===== config.mk =====
export PLATFORM = sky130hd
export DESIGN_NAME = usb_cmd_parser
export DESIGN_NICKNAME = d
export VERILOG_FILES = /design/src/rtl/usb_cmd_parser_pkg.sv /design/src/rtl/usb_fifo_byte_reader.sv /design/src/rtl/usb_cmd_parser.sv
export SDC_FILE = /design/constraint.sdc
export NUM_CORES = 1
export LEC_CHECK = 0
export CORE_MARGIN = 3
export CORE_UTILIZATION = 56
export CTS_BUF_LIST = sky130_fd_sc_hd__clkbuf_8
export CTS_CLUSTER_SIZE = 28
export DETAILED_ROUTE_END_ITERATION = 7
export HOLD_SLACK_MARGIN = 0.05
export PLACE_DENSITY = 0.82
export SLEW_MARGIN = 20
export SYNTH_ARGS = -nofsm -noshare
export SYNTH_HDL_FRONTEND = slang
export SYNTH_HIERARCHICAL = 1
export SYNTH_SLANG_ARGS = --single-unit

===== constraint.sdc =====
create_clock -name clk50 -period 3.5 [get_ports clk50]
set_input_delay 1.05 -clock clk50 [delete_from_list [all_inputs] [get_ports clk50]]
set_output_delay 1.05 -clock clk50 [all_outputs]
set_load 0.005 [all_outputs]

===== src/rtl/usb_cmd_parser_pkg.sv =====
// Shared definitions for the USB command parser: FSM states, error codes and defaults.
package usb_cmd_parser_pkg;

  // Parser states; transitions only happen when a FIFO byte arrives (or on timeout).
  typedef enum logic [2:0] {
    StHunt,
    StCmd,
    StLen,
    StPayload,
    StCsum
  } state_e;

  // err_code values reported alongside a frame_err pulse.
  localparam logic [1:0] ErrLen  = 2'd1;
  localparam logic [1:0] ErrCsum = 2'd2;
  localparam logic [1:0] ErrTmo  = 2'd3;

  // Default frame start marker.
  localparam logic [7:0] DefaultSyncByte = 8'hA5;

  // Running checksum update: plain XOR fold.
  function automatic logic [7:0] csum_fold(input logic [7:0] acc, input logic [7:0] b);
    return acc ^ b;
  endfunction

endpackage


===== src/rtl/usb_fifo_byte_reader.sv =====
// Non-show-ahead FIFO pop handshake: one outstanding read at a time.
// A read is issued, then the byte is presented as byte_vld/byte_data the following cycle.
module usb_fifo_byte_reader (
  input  logic       clk50,
  input  logic       RST,
  input  logic       rx_empty,
  input  logic [7:0] rx_data,
  input  logic       want_byte,
  output logic       rx_rdreq,
  output logic       byte_vld,
  output logic [7:0] byte_data
);

  logic rd_pending_q;

  // Issue a read only when the FIFO has data, no read is in flight and the parser can accept it.
  // RST gating keeps rdreq low while the parser is held in reset.
  always_comb begin
    rx_rdreq = !RST && want_byte && !rx_empty && !rd_pending_q;
  end

  // rd_pending marks the cycle in which rx_data carries the popped byte.
  always_ff @(posedge clk50) begin
    if (RST) begin
      rd_pending_q <= 1'b0;
    end else begin
      rd_pending_q <= rx_rdreq;
    end
  end

  always_comb begin
    byte_vld  = rd_pending_q;
    byte_data = rx_data;
  end

endmodule


===== src/rtl/usb_cmd_parser.sv =====
// Framed command parser: SYNC, CMD, LEN, LEN payload bytes, CSUM (XOR of CMD..payload).
// Emits a header strobe, a back-pressured payload stream and a good/bad pulse per frame.
module usb_cmd_parser
  import usb_cmd_parser_pkg::*;
#(
  parameter logic [7:0]  SYNC_BYTE   = DefaultSyncByte,
  parameter int unsigned MAX_LEN     = 64,
  parameter int unsigned TIMEOUT_CYC = 50000
) (
  input  logic        clk50,
  input  logic        RST,
  input  logic        rx_empty,
  input  logic [7:0]  rx_data,
  output logic        rx_rdreq,
  output logic        cmd_valid,
  output logic [7:0]  cmd_code,
  output logic [7:0]  cmd_len,
  output logic        pl_valid,
  output logic [7:0]  pl_data,
  output logic        pl_last,
  input  logic        pl_ready,
  output logic        frame_ok,
  output logic        frame_err,
  output logic [1:0]  err_code,
  output logic        busy,
  output logic [15:0] frame_cnt
);

  localparam int unsigned       TimerW    = $clog2(TIMEOUT_CYC + 1);
  localparam logic [TimerW-1:0] TimerLast = TimerW'(TIMEOUT_CYC - 1);
  // LEN is a byte, so MAX_LEN is only meaningful up to 255.
  localparam logic [7:0]        MaxLen    = 8'(MAX_LEN);

  state_e              state_q;
  logic [7:0]          cmd_byte_q;   // CMD held back until LEN is accepted
  logic [7:0]          csum_q;
  logic [7:0]          remain_q;     // payload bytes still to come
  logic [TimerW-1:0]   timer_q;

  logic                cmd_valid_q;
  logic [7:0]          cmd_code_q;
  logic [7:0]          cmd_len_q;
  logic                pl_valid_q;
  logic [7:0]          pl_data_q;
  logic                pl_last_q;
  logic                frame_ok_q;
  logic                frame_err_q;
  logic [1:0]          err_code_q;
  logic [15:0]         frame_cnt_q;

  logic                stall;
  logic                in_frame;
  logic                tmo_hit;
  logic                byte_vld;
  logic [7:0]          byte_data;

  // A held payload byte blocks new reads so nothing is ever overwritten.
  always_comb begin
    stall    = pl_valid_q && !pl_ready;
    in_frame = (state_q != StHunt);
    tmo_hit  = in_frame && !byte_vld && !stall && (timer_q == TimerLast);
  end

  usb_fifo_byte_reader u_reader (
    .clk50     (clk50),
    .RST       (RST),
    .rx_empty  (rx_empty),
    .rx_data   (rx_data),
    .want_byte (!stall),
    .rx_rdreq  (rx_rdreq),
    .byte_vld  (byte_vld),
    .byte_data (byte_data)
  );

  // Inter-byte timer: idle in HUNT, cleared by each byte, frozen while the consumer stalls.
  always_ff @(posedge clk50) begin
    if (RST) begin
      timer_q <= '0;
    end else if (!in_frame || byte_vld || tmo_hit) begin
      timer_q <= '0;
    end else if (!stall) begin
      timer_q <= timer_q + TimerW'(1);
    end
  end

  // Frame FSM with registered header, payload and status outputs.
  always_ff @(posedge clk50) begin
    if (RST) begin
      state_q     <= StHunt;
      cmd_byte_q  <= '0;
      csum_q      <= '0;
      remain_q    <= '0;
      cmd_valid_q <= 1'b0;
      cmd_code_q  <= '0;
      cmd_len_q   <= '0;
      pl_valid_q  <= 1'b0;
      pl_data_q   <= '0;
      pl_last_q   <= 1'b0;
      frame_ok_q  <= 1'b0;
      frame_err_q <= 1'b0;
      err_code_q  <= '0;
      frame_cnt_q <= '0;
    end else begin
      cmd_valid_q <= 1'b0;
      frame_ok_q  <= 1'b0;
      frame_err_q <= 1'b0;

      if (pl_valid_q && pl_ready) begin
        pl_valid_q <= 1'b0;
        pl_last_q  <= 1'b0;
      end

      if (tmo_hit) begin
        // Any outstanding payload byte is left in place for the consumer.
        state_q     <= StHunt;
        frame_err_q <= 1'b1;
        err_code_q  <= ErrTmo;
      end else if (byte_vld) begin
        unique case (state_q)
          StHunt: begin
            if (byte_data == SYNC_BYTE) begin
              state_q <= StCmd;
            end
          end
          StCmd: begin
            cmd_byte_q <= byte_data;
            csum_q     <= byte_data;
            state_q    <= StLen;
          end
          StLen: begin
            if (byte_data > MaxLen) begin
              state_q     <= StHunt;
              frame_err_q <= 1'b1;
              err_code_q  <= ErrLen;
            end else begin
              cmd_code_q  <= cmd_byte_q;
              cmd_len_q   <= byte_data;
              cmd_valid_q <= 1'b1;
              csum_q      <= csum_fold(csum_q, byte_data);
              remain_q    <= byte_data;
              state_q     <= (byte_data == 8'd0) ? StCsum : StPayload;
            end
          end
          StPayload: begin
            pl_valid_q <= 1'b1;
            pl_data_q  <= byte_data;
            pl_last_q  <= (remain_q == 8'd1);
            csum_q     <= csum_fold(csum_q, byte_data);
            remain_q   <= remain_q - 8'd1;
            if (remain_q == 8'd1) begin
              state_q <= StCsum;
            end
          end
          StCsum: begin
            if (byte_data == csum_q) begin
              frame_ok_q  <= 1'b1;
              frame_cnt_q <= frame_cnt_q + 16'd1;
            end else begin
              frame_err_q <= 1'b1;
              err_code_q  <= ErrCsum;
            end
            state_q <= StHunt;
          end
          default: begin
            state_q <= StHunt;
          end
        endcase
      end
    end
  end

  always_comb begin
    cmd_valid = cmd_valid_q;
    cmd_code  = cmd_code_q;
    cmd_len   = cmd_len_q;
    pl_valid  = pl_valid_q;
    pl_data   = pl_data_q;
    pl_last   = pl_last_q;
    frame_ok  = frame_ok_q;
    frame_err = frame_err_q;
    err_code  = err_code_q;
    busy      = in_frame;
    frame_cnt = frame_cnt_q;
  end

endmodule


; Word-level counts from Yosys, hierarchy flattened
; Cells that the tools add are included.
[word_totals]
register_bits = 91
input_bits = 12
out_inout_bits = 49
word_cells = 103
[op_classes]
add_sub_neg = 3
magnitude_cmp = 1
eq_ne = 13
n_mux = 29
n_bitwise = 6
reduce_logical = 35
[ops]
columns = cell, count
row1 = $add 16x1->16 const B, 2
row2 = $pmux 8 s3, 1
row3 = $reduce_and 4->1, 5
row4 = $eq 16x16->1 const B, 1
row5 = $mux 8, 2
row6 = $pmux 8 s2, 1
row7 = $mux 1, 14
row8 = $mux 3, 4
row9 = $pmux 3 s4, 1
row10 = $reduce_and 3->1, 3
row11 = $reduce_bool 3->1, 3
row12 = $eq 8x1->1 const B, 1
row13 = $eq 8x8->1, 1
row14 = $eq 8x8->1 const B, 1
row15 = $gt 8x7->1 const B, 1
row16 = $logic_and 1x1->1, 8
row17 = $logic_not 8->1, 1
row18 = $mux 2, 4
row19 = $reduce_or 4->1, 2
row20 = $sub 8x1->8 const B, 1
row21 = $xor 8x8->8, 1
row22 = $eq 3x2->1 const B, 2
row23 = $logic_not 1->1, 6
row24 = $ne 2x2->1 const B, 3
row25 = 10 further kinds, 18

; Depth between registers and ports, before layout
; Gate-level depths: netlist of run 1.
[logic_depth]
depth_word = 7
mapped_depth = 9
depth_no_buf = 6

; Hierarchy
; Netlist of run 1, hierarchy kept.
[modules_own_cells]
columns = module, instances, cells_each, area_each_um2, seq_area_each_um2
row1 = usb_cmd_parser, 1, 530, 4170.2, 1801.7
row2 = usb_fifo_byte_reader, 1, 11, 97.6, 20.0

; Worst setup path after synthesis of run 1
; Ideal clock, no wire load.
[synth_path]
kind = input to register
startpoint = in rx_data[1]
endpoint = reg state_q[1]
setup_time_ps = 66
arrival_ps = 2809
required_time_ps = 3434
slack_ps = 625
path_stages = 7
n_path_buf = 2
path_cell_list = buf_4 > buf_6 > or3_4 > o21a_1 > or4_1 > a211o_1 > a21oi_2
[synth_via]
elab_chain_len = 4
word_cells_on_any_way = 8
classes_between = 1 x order compare / 2 x eq/ne / 3 x mux / 2 x reduce/logical
[synth_rtl]
columns = item, line_no
row1 = start: declaration, usb_cmd_parser.sv:13  ; input logic [7:0] rx_data,
row2 = branches (longest 4 deep; another with $gt 8x7->1), n/a
row3 = end signal: assignment, usb_cmd_parser.sv:122  ; state_q <= StCmd;
row4 = end signal: assignment, usb_cmd_parser.sv:132  ; state_q <= StHunt;
row5 = end signal: assignment, usb_cmd_parser.sv:141  ; state_q <= (byte_data == 8'd0) ? StCsum : StPayload;
row6 = end: declaration, usb_cmd_parser.sv:34  ; state_e state_q;
; Several ways; the timed one is not identified.
; A chain may end at the register's enable or synchronous reset.

; Final worst setup path of run 1
[layout_path]
startpoint = in pl_ready
endpoint = out rx_rdreq
[layout_via]
elab_chain_len = 6
[layout_rtl]
columns = item, line_no
row1 = start: declaration, usb_cmd_parser.sv:21  ; input logic pl_ready,
row2 = $logic_not 1->1, usb_cmd_parser.sv:59  ; stall = pl_valid_q && !pl_ready;
row3 = $logic_and 1x1->1, usb_cmd_parser.sv:59
row4 = $logic_not 1->1, n/a
row5 = $logic_and 1x1->1 (3 in a row), usb_fifo_byte_reader.sv:19  ; rx_rdreq = !RST && want_byte && !rx_empty && !rd_pending_q;
row6 = end: declaration, usb_cmd_parser.sv:14  ; output logic rx_rdreq,
; No other way between the ends.

==> summary.md, run 1 <==
| Metric | Value |
|---|---|
| Commonest non-fill, non-tap cell in the layout | `nand2_1` |
| DIE HEIGHT | `93.3 um` |
| Crit-path max FO | `2` |
| Period minus WS final | `3.20 ns` |
| Max Cap Violations | `0` |
| Drt drc | `0` |
| Met1 usage | `0.285` |
| WL final | `9880 um` |
| Clock power frac | `0.400` |
| Slew margin rel. | `0.501` |
| CTS sink count | `91` |
| Skew final | `0.00667 ns` |
| I/O pin total | `61` |
| Achievable frequency | `312 MHz` |
| Top cell type's share of synthesized area | `0.427` |
| Flop2flop setup slack | `1.11 ns` |
| Hold_ws | `0.457 ns` |
| Post-synthesis cell count | `541` |
| Worst-margin pin slew | `0.749 ns` |
| RSZ-0062 raised after global routing | `no` |
| Worst endpoint required time | `2.45 ns` |
| Worst vdd ir | `0.000255 V` |
| Switch Pwr | `396 uW` |
| P_leak | `0.00163 uW` |
| Total power | `1850 uW` |
| Via count | `3895` |
| Initial Util | `0.582` |
| Initial DRC count | `206` |
| Clk slew on worst S/H paths | `0.08 ns` |
| Met2 Use GR | `0.383` |
| Met3 usage | `0.0619` |
| Hold Vio Cnt, Final | `0` |
| Post-DP HPWL | `6810 um` |
| Synthesis-to-finish area growth | `19.6%` |
| Total track usage | `0.228` |
| Final worst slack | `0.296 ns` |
| Commonest non-fill, non-tap cells in the layout | `99 x nand2_1, 91 x dfxtp_1, 72 x a21oi_1` |
| Share of cells above drive strength 1 | `0.0725` |
| Initial antenna violation count | `0` |
| Worst-case reg-to-reg path depth | `5` |
| Die Wd | `93.3 um` |
| Post-synth EDFFs | `0` |
| Final nets | `604` |
| Final Setup Violations | `0` |
| Period utilisation layout | `0.916` |
| Slowest CP cell | `clkdlybuf4s50_1` |
| Async SR Flop Fraction | `0` |
| Port-buffer cells | `60` |
| Buffer count from post-CTS setup fixing | `0` |
| Hold WC Path Type | `reg2reg` |
| Largest stage delay on the critical path | `0.48 ns` |
| Hold Crit Depth | `2` |
| Post_cts resized | `1` |
| Slew Viols, Final | `0` |
| Vias per inst | `5.63` |
| Design area | `0.00510 mm2` |
| Register bit total from synthesis | `91` |
| Synth area leaders | `dfxtp_1 43%, nand2_1 8.7%, a21oi_1 8.4%` |
| TritonCTS clock tree | `done` |
| Routability cong. | `0.892` |
| Synth area leader | `dfxtp_1` |
| Placed cell area | `0.00490 mm2` |
| Ant diodes | `0` |
| Pre-CTS setup slack | `-0.0329 ns` |
| Synthesized area | `0.00427 mm2` |
| Combinational power share | `0.039` |
| PD cells | `362 mW/mm2` |
| Vias in the first global route | `3565` |
| Synth Flop Type | `dfxtp_1` |
| Multi-input logic area | `0.00216 mm2` |
| Pin count of the biggest net entering global routing | `74` |
| Worst-skew pair later-pin latency | `0.35 ns` |
| Area of the core | `0.00733 mm2` |
| Outcome | `finished clean` |
| Switching share of power | `0.214` |
| Overflow after GRT | `0` |
| Critical Path AT | `2.15 ns` |
| Post-synthesis sequential area ratio | `0.427` |
| Ys Warns | `6` |
| Sequential Power Share | `0.560` |
| Internal Power | `1450 uW` |
| Critical path class | `in2out` |
| Routed len/inst | `14.3 um` |
| # fillers | `573` |
| Startpoint Class | `primary input` |
| ANT nets after route | `0` |
| First-pass GRT wire length | `16100 um` |
| Syn_area_per_cell | `7.89 um2` |
| Worst Setup End Kind | `output port` |
| Number of cell rows | `31` |
| TritonCTS buffer count | `9` |
| First-pass iteration count of the detailed router | `5` |
| Cells along the critical path | `clkdlybuf4s50_1, nand2b_1, nor4b_1, dlygate4sd2_1` |
| H-tree levels | `3` |
| Die ar. | `0.00870 mm2` |
| Root buffer cell | `clkbuf_8` |
| Post-CTS Hold Buffers | `0` |
| GRT busiest layer | `met2` |
| Cell variety after synth | `51` |
| CTS max path bufs | `2` |
| Seq. cell area | `0.00182 mm2` |
| Syn Nets | `557` |
[cell type report]
cell class / instances / area share
inverter: 13 / 0.00956
clock buffer: 9 / 0.0243
tap: 99 / 0.0243
timing repair buffer: 80 / 0.146
clock inverter: 7 / 0.0154
sequential: 91 / 0.357
multi-input combinational: 393 / 0.424
[path summary, 6_finish.rpt]
| kind | end | startpoint |
|---|---|---|
| min | cmd_code[0] | cmd_byte_q[0] |
| max | rx_rdreq | pl_ready |
| min reg2reg | cmd_code[0] | cmd_byte_q[0] |
| max reg2reg | frame_cnt[13] | state_q[0] |
[power groups by stage]
| stage | logic, uW | clock network, uW | registers [uW] |
|---|---|---|---|
| 3_3_place_gp | 72.0 | 0 | 1060 |
| 2_1_floorplan | 50.0 | 0 | 1060 |
| 6_report | 72.9 | 741 | 1040 |
| 4_1_cts | 72.5 | 756 | 1040 |
| 5_1_grt | 77.9 | 789 | 1040 |
| 3_5_place_dp | 72.7 | 0 | 1060 |
[registers in the layout, indices dropped and copies added (netlist names)]
register / count
err_code: 2
cmd_len: 8
frame_err: 1
csum_q: 8
remain_q: 8
u_reader/byte_vld: 1
cmd_code: 8
timer_q: 16
pl_data: 8
pl_last: 1
cmd_valid: 1
cmd_byte_q: 8
state_q: 3
frame_ok: 1
pl_valid: 1
frame_cnt: 16
[critical path, delay by kind of cell]
kind	cells	cell delay, ns
buffers and inverters	2	0.76
and+or+nand+nor	2	0.34
[metrics by stage]
stage	setup TNS (ns)	utilization	std cells
6_report	0	0.696	692
5_1_grt	0	0.696	692
4_1_cts	0	0.696	692
3_5_place_dp	-0.0329	0.669	676
3_3_place_gp	0	0.669	676
2_1_floorplan	0	-	541
[cell families (layout without fill, tap and decap cells)]
kind of cell    after synthesis  in the layout  synth area share
simple gates                237            237             0.271
compound gates              126            126             0.171
flops                        91             91             0.427
buf+inv                      57            109            0.0663
xor+xnor                     25             25            0.0513
fa+ha+maj                     4              4            0.0117
mux                           1              1           0.00235
[synthesized netlist by cell type (8+ instances only)]
master / instances
or3_1: 12
o21ai_0: 20
nand4_1: 10
dfxtp_1: 91
a21oi_1: 72
o31ai_1: 17
nor3_1: 10
inv_1: 13
xnor2_1: 21
clkbuf_1: 22
nor2_1: 43
nand2_1: 99
nand3_1: 14
buf_4: 8
[routing by layer]
layer / wire length [um] / part of all wire
met3: 630 / 0.064
met1: 4400 / 0.45
met2: 4760 / 0.48
met4: 85 / 0.0086
met5: 0 / 0
Note: power is estimated with default switching activity, not from simulation.
==> run 2: changes to the inputs <==
SLEW_MARGIN = unset   (was 20)
==> results of run 2 <==
Final layout, timing and power as in run 1 (identical DEF).
==> run 3: changes to the inputs <==
CORE_UTILIZATION = 57   (was 56)
PLACE_DENSITY = 0.83   (was 0.82)
RECOVER_POWER = 25   (was unset)
SYNTH_HIERARCHICAL = unset   (was 1)
==> summary.md, run 3 <==
| Metric | Value |
|---|---|
| Outcome | `finished clean` |
| Routed len/inst | `15.3 um (+7.0%)` |
| WL met3 | `547 um (-13%)` |
| Source of the worst hold timing path | `pl_data[5]` |
| First-pass GRT wire length | `17100 um (+6.2%)` |
| Post-DP HPWL | `7090 um (+4.1%)` |
| Period minus WS final | `3.08 ns (-0.123 ns)` |
| Slew Viols, Final | `0 (unchanged)` |
| Ant diodes | `0 (unchanged)` |
| PD cells | `338 mW/mm2 (-6.6%)` |
| H-tree levels | `3 (unchanged)` |
| Largest stage delay on the critical path | `0.48 ns (about the same)` |
| Vias per inst | `5.78 (+2.8%)` |
| WL met2 | `5160 um (+8.3%)` |
| Initial antenna violation count | `0 (unchanged)` |
| Pin count of the biggest net entering global routing | `78 (+5.4%)` |
| Post-synth top cells | `91 x dfxtp_1, 75 x nor2_1, 46 x nand2_1` |
| Vias in the first global route | `3564 (-0.028%)` |
| Register bit total from synthesis | `91 (unchanged)` |
| Hold_ws | `0.452 ns (-0.00417 ns)` |
| Hold Vio Cnt, Final | `0 (unchanged)` |
| Initial Util | `0.592 (+0.0103)` |
| Final Setup Violations | `0 (unchanged)` |
| Top cell type's share of synthesized area | `0.422 (-0.00519)` |
| Initial DRC count | `304 (+48%)` |
| Achievable frequency | `325 MHz (+4.0%)` |
| Max Cap Violations | `0 (unchanged)` |
| Cell variety after synth | `50 (-2.0%)` |
| CTS max path bufs | `2 (unchanged)` |
| Slew margin rel. | `0.418 (-0.0832)` |
| Share of cells above drive strength 1 | `0.0792 (+0.00671)` |
| Via count | `3858 (-0.95%)` |
| R2r endpoint | `state_q[0]` |
| Ys Warns | `0 (-6)` |
| RSZ-0062 raised after global routing | `no` |
| Worst path bufs/invs | `2 (unchanged)` |
| ANT nets after route | `0 (unchanged)` |
| Worst-case reg-to-reg path depth | `4 (-1)` |
| Hold Crit Depth | `2 (unchanged)` |
| Die ar. | `0.00866 mm2 (-0.51%)` |
| Overflow after GRT | `0 (unchanged)` |
| WL final | `10200 um (+3.1%)` |
| Startpoint Class | `primary input` |
| I/O pin total | `61 (unchanged)` |
| Internal Power | `1350 uW (-6.9%)` |
| Critical Path AT | `2.03 ns (-0.12 ns)` |
| Endpoint, Worst Hold | `pl_data[5]` |
| Switching share of power | `0.231 (+0.0168)` |
| Clock power frac | `0.368 (-0.032)` |
| Skew final | `0.00868 ns (+0.00201 ns)` |
| Root buffer cell | `clkbuf_8` |
| Reg2reg start | `state_q[1]` |
| Number of cell rows | `31 (unchanged)` |
| DIE HEIGHT | `93.1 um (-0.26%)` |
| Cells along the critical path | `clkdlybuf4s50_1, nand2b_1, nor4b_2, dlymetal6s2s_1` |
| Top-count cell post-synth | `dfxtp_1` |
| Hold WC Path Type | `reg2reg` |
| Worst-skew pair later-pin latency | `0.36 ns (about the same)` |
| Critical path class | `in2out` |
| Highest metal used | `met4` |
| TritonCTS buffer count | `9 (unchanged)` |
| Clk slew on worst S/H paths | `0.08 ns (about the same)` |
| P_leak | `0.00176 uW (+7.9%)` |
| Port-buffer cells | `60 (unchanged)` |
| Die Wd | `93.1 um (-0.26%)` |
| Worst endpoint required time | `2.45 ns (about the same)` |
| Worst vdd ir | `0.000262 V (+2.9%)` |
| Sequential Power Share | `0.589 (+0.029)` |
| Worst Setup End Kind | `output port` |
| Syn_area_per_cell | `8.50 um2 (+7.8%)` |
| Period utilisation layout | `0.880 (-0.0351)` |
| Final nets | `579 (-4.1%)` |
| Synth area leaders | `dfxtp_1 42%, nor2_1 6.5%, mux2i_1 6.0%` |
| Drt drc | `0 (unchanged)` |
| Commonest non-fill, non-tap cell in the layout | `dfxtp_1` |
| Commonest non-fill, non-tap cells in the layout | `91 x dfxtp_1, 75 x nor2_1, 46 x nand2_1` |
| Met1 Wirelength | `4360 um (-0.84%)` |
| Worst-margin pin slew | `0.870 ns (+0.122 ns)` |
| Synth Flop Type | `dfxtp_1` |
| Switch Pwr | `406 uW (+2.6%)` |
| Flop2flop setup slack | `1.26 ns (+0.15 ns)` |
| Area of the core | `0.00729 mm2 (-0.53%)` |
| Post-synthesis cell count | `508 (-6.1%)` |
| Synth area leader | `dfxtp_1` |
| Routability cong. | `0.947 (+6.2%)` |
| Async SR Flop Fraction | `0 (unchanged)` |
| Synthesized area | `0.00432 mm2 (+1.2%)` |
| First-pass iteration count of the detailed router | `5 (unchanged)` |
| Crit-path max FO | `2 (unchanged)` |
| Slowest CP cell | `clkdlybuf4s50_1` |
| Post-synthesis sequential area ratio | `0.422 (-0.00519)` |
| Synthesis-to-finish area growth | `20.4%` |
| TritonCTS clock tree | `done` |
| Combinational power share | `0.042 (+0.003)` |
| Buffer count from post-CTS setup fixing | `0 (unchanged)` |
| Total track usage | `0.243 (+0.0152)` |
| Crit-path leading delay family | `buffers and inverters` |
| CTS sink count | `91 (unchanged)` |
| Final Util | `0.713 (+0.0169)` |
| Post-synth EDFFs | `0 (unchanged)` |
| Syn Nets | `524 (-5.9%)` |
[run 3: changes by cell type in the layout (fill, tap and decap cells not counted), sizes merged, moves of 10 or more]
cell and change:
nand2 -53, a21oi -36, nor2 +32, mux2i +25, clkdlybuf4s50 -17, dlygate4sd3 +17, nand3b +16, o31ai -11
a31oi +10
[run 3: through the flow]
stage	cells	area, um2	TNS (ns)	worst slack, ns	power, uW
floorplan	508	4320	0	0.885	1100
global placement	651	5020	0	0.0459	1130
detailed placement	651	5020	-0.0671	-0.0671	1140
CTS	667	5200	0	0.0322	1770
global route	667	5200	0	0.383	1840
finish	667	5200	0	0.419	1760
[run 3: how the worst max path moves through the flow]
stage / slack (ns) / cells past startpoint / from / to
finish: 0.42 / 4 / pl_ready / rx_rdreq
global route: 0.38 / 4 / pl_ready / rx_rdreq
CTS: 0.03 / 4 / pl_ready / rx_rdreq
detailed placement: -0.07 / 4 / pl_ready / rx_rdreq
global placement: 0.05 / 4 / pl_ready / rx_rdreq
floorplan: 0.89 / 7 / rx_data[1] / cmd_len[6]
[run 3: power by group through the flow]
stage	clock network [uW]	registers (uW)	logic (uW)
global route	720	1040	79.7
global placement	0	1060	72.4
floorplan	0	1060	42.3
finish	648	1040	74.4
CTS	662	1040	74.0
detailed placement	0	1060	73.4
[run 3: timing repair]
action | CTS | global route
resized for setup | 1 | 1
hold buffers | 0 | 0
setup endpoints to repair | 1 | 1
pin swaps | 0 | 0
endpoints found under the hold margin | 0 | 0
[run 3: worst register-to-register path, cell delays in order, from the launching register on]
cell	delay (ns)
dfxtp_1	0.73
nand3b_1	0.64
o221ai_2	0.43
inv_1	0.08
o221a_2	0.27
[run 3: cells by family (layout without fill, tap and decap cells)]
family | Yosys count | in the layout | synth area share
and+or+nand+nor | 230 | 230 | 0.289
DFF | 91 | 91 | 0.422
AOI/OAI and AO/OA | 90 | 90 | 0.121
buffers and inverters | 41 | 101 | 0.0432
muxes | 27 | 27 | 0.0628
xor gates and xnor gates | 25 | 25 | 0.0507
adders and majority gates | 4 | 4 | 0.0116
[run 3: area by class of cell]
class | instances | area, um2
Multi-Input combinational cell | 376 | 2320
Fill cell | 574 | 2090
Sequential cell | 91 | 1820
Timing Repair Buffer | 75 | 719
Clock buffer | 11 | 151
Tap cell | 99 | 124
Inverter | 10 | 37.5
Clock inverter | 5 | 28.8
[run 3: routing by layer]
layer / vias up / GRT usage
met4: 0 / 0.0598
met5: - / 0
met2: 109 / 0.421
met3: 12 / 0.0579
met1: 1831 / 0.304
li1: 1906 / -
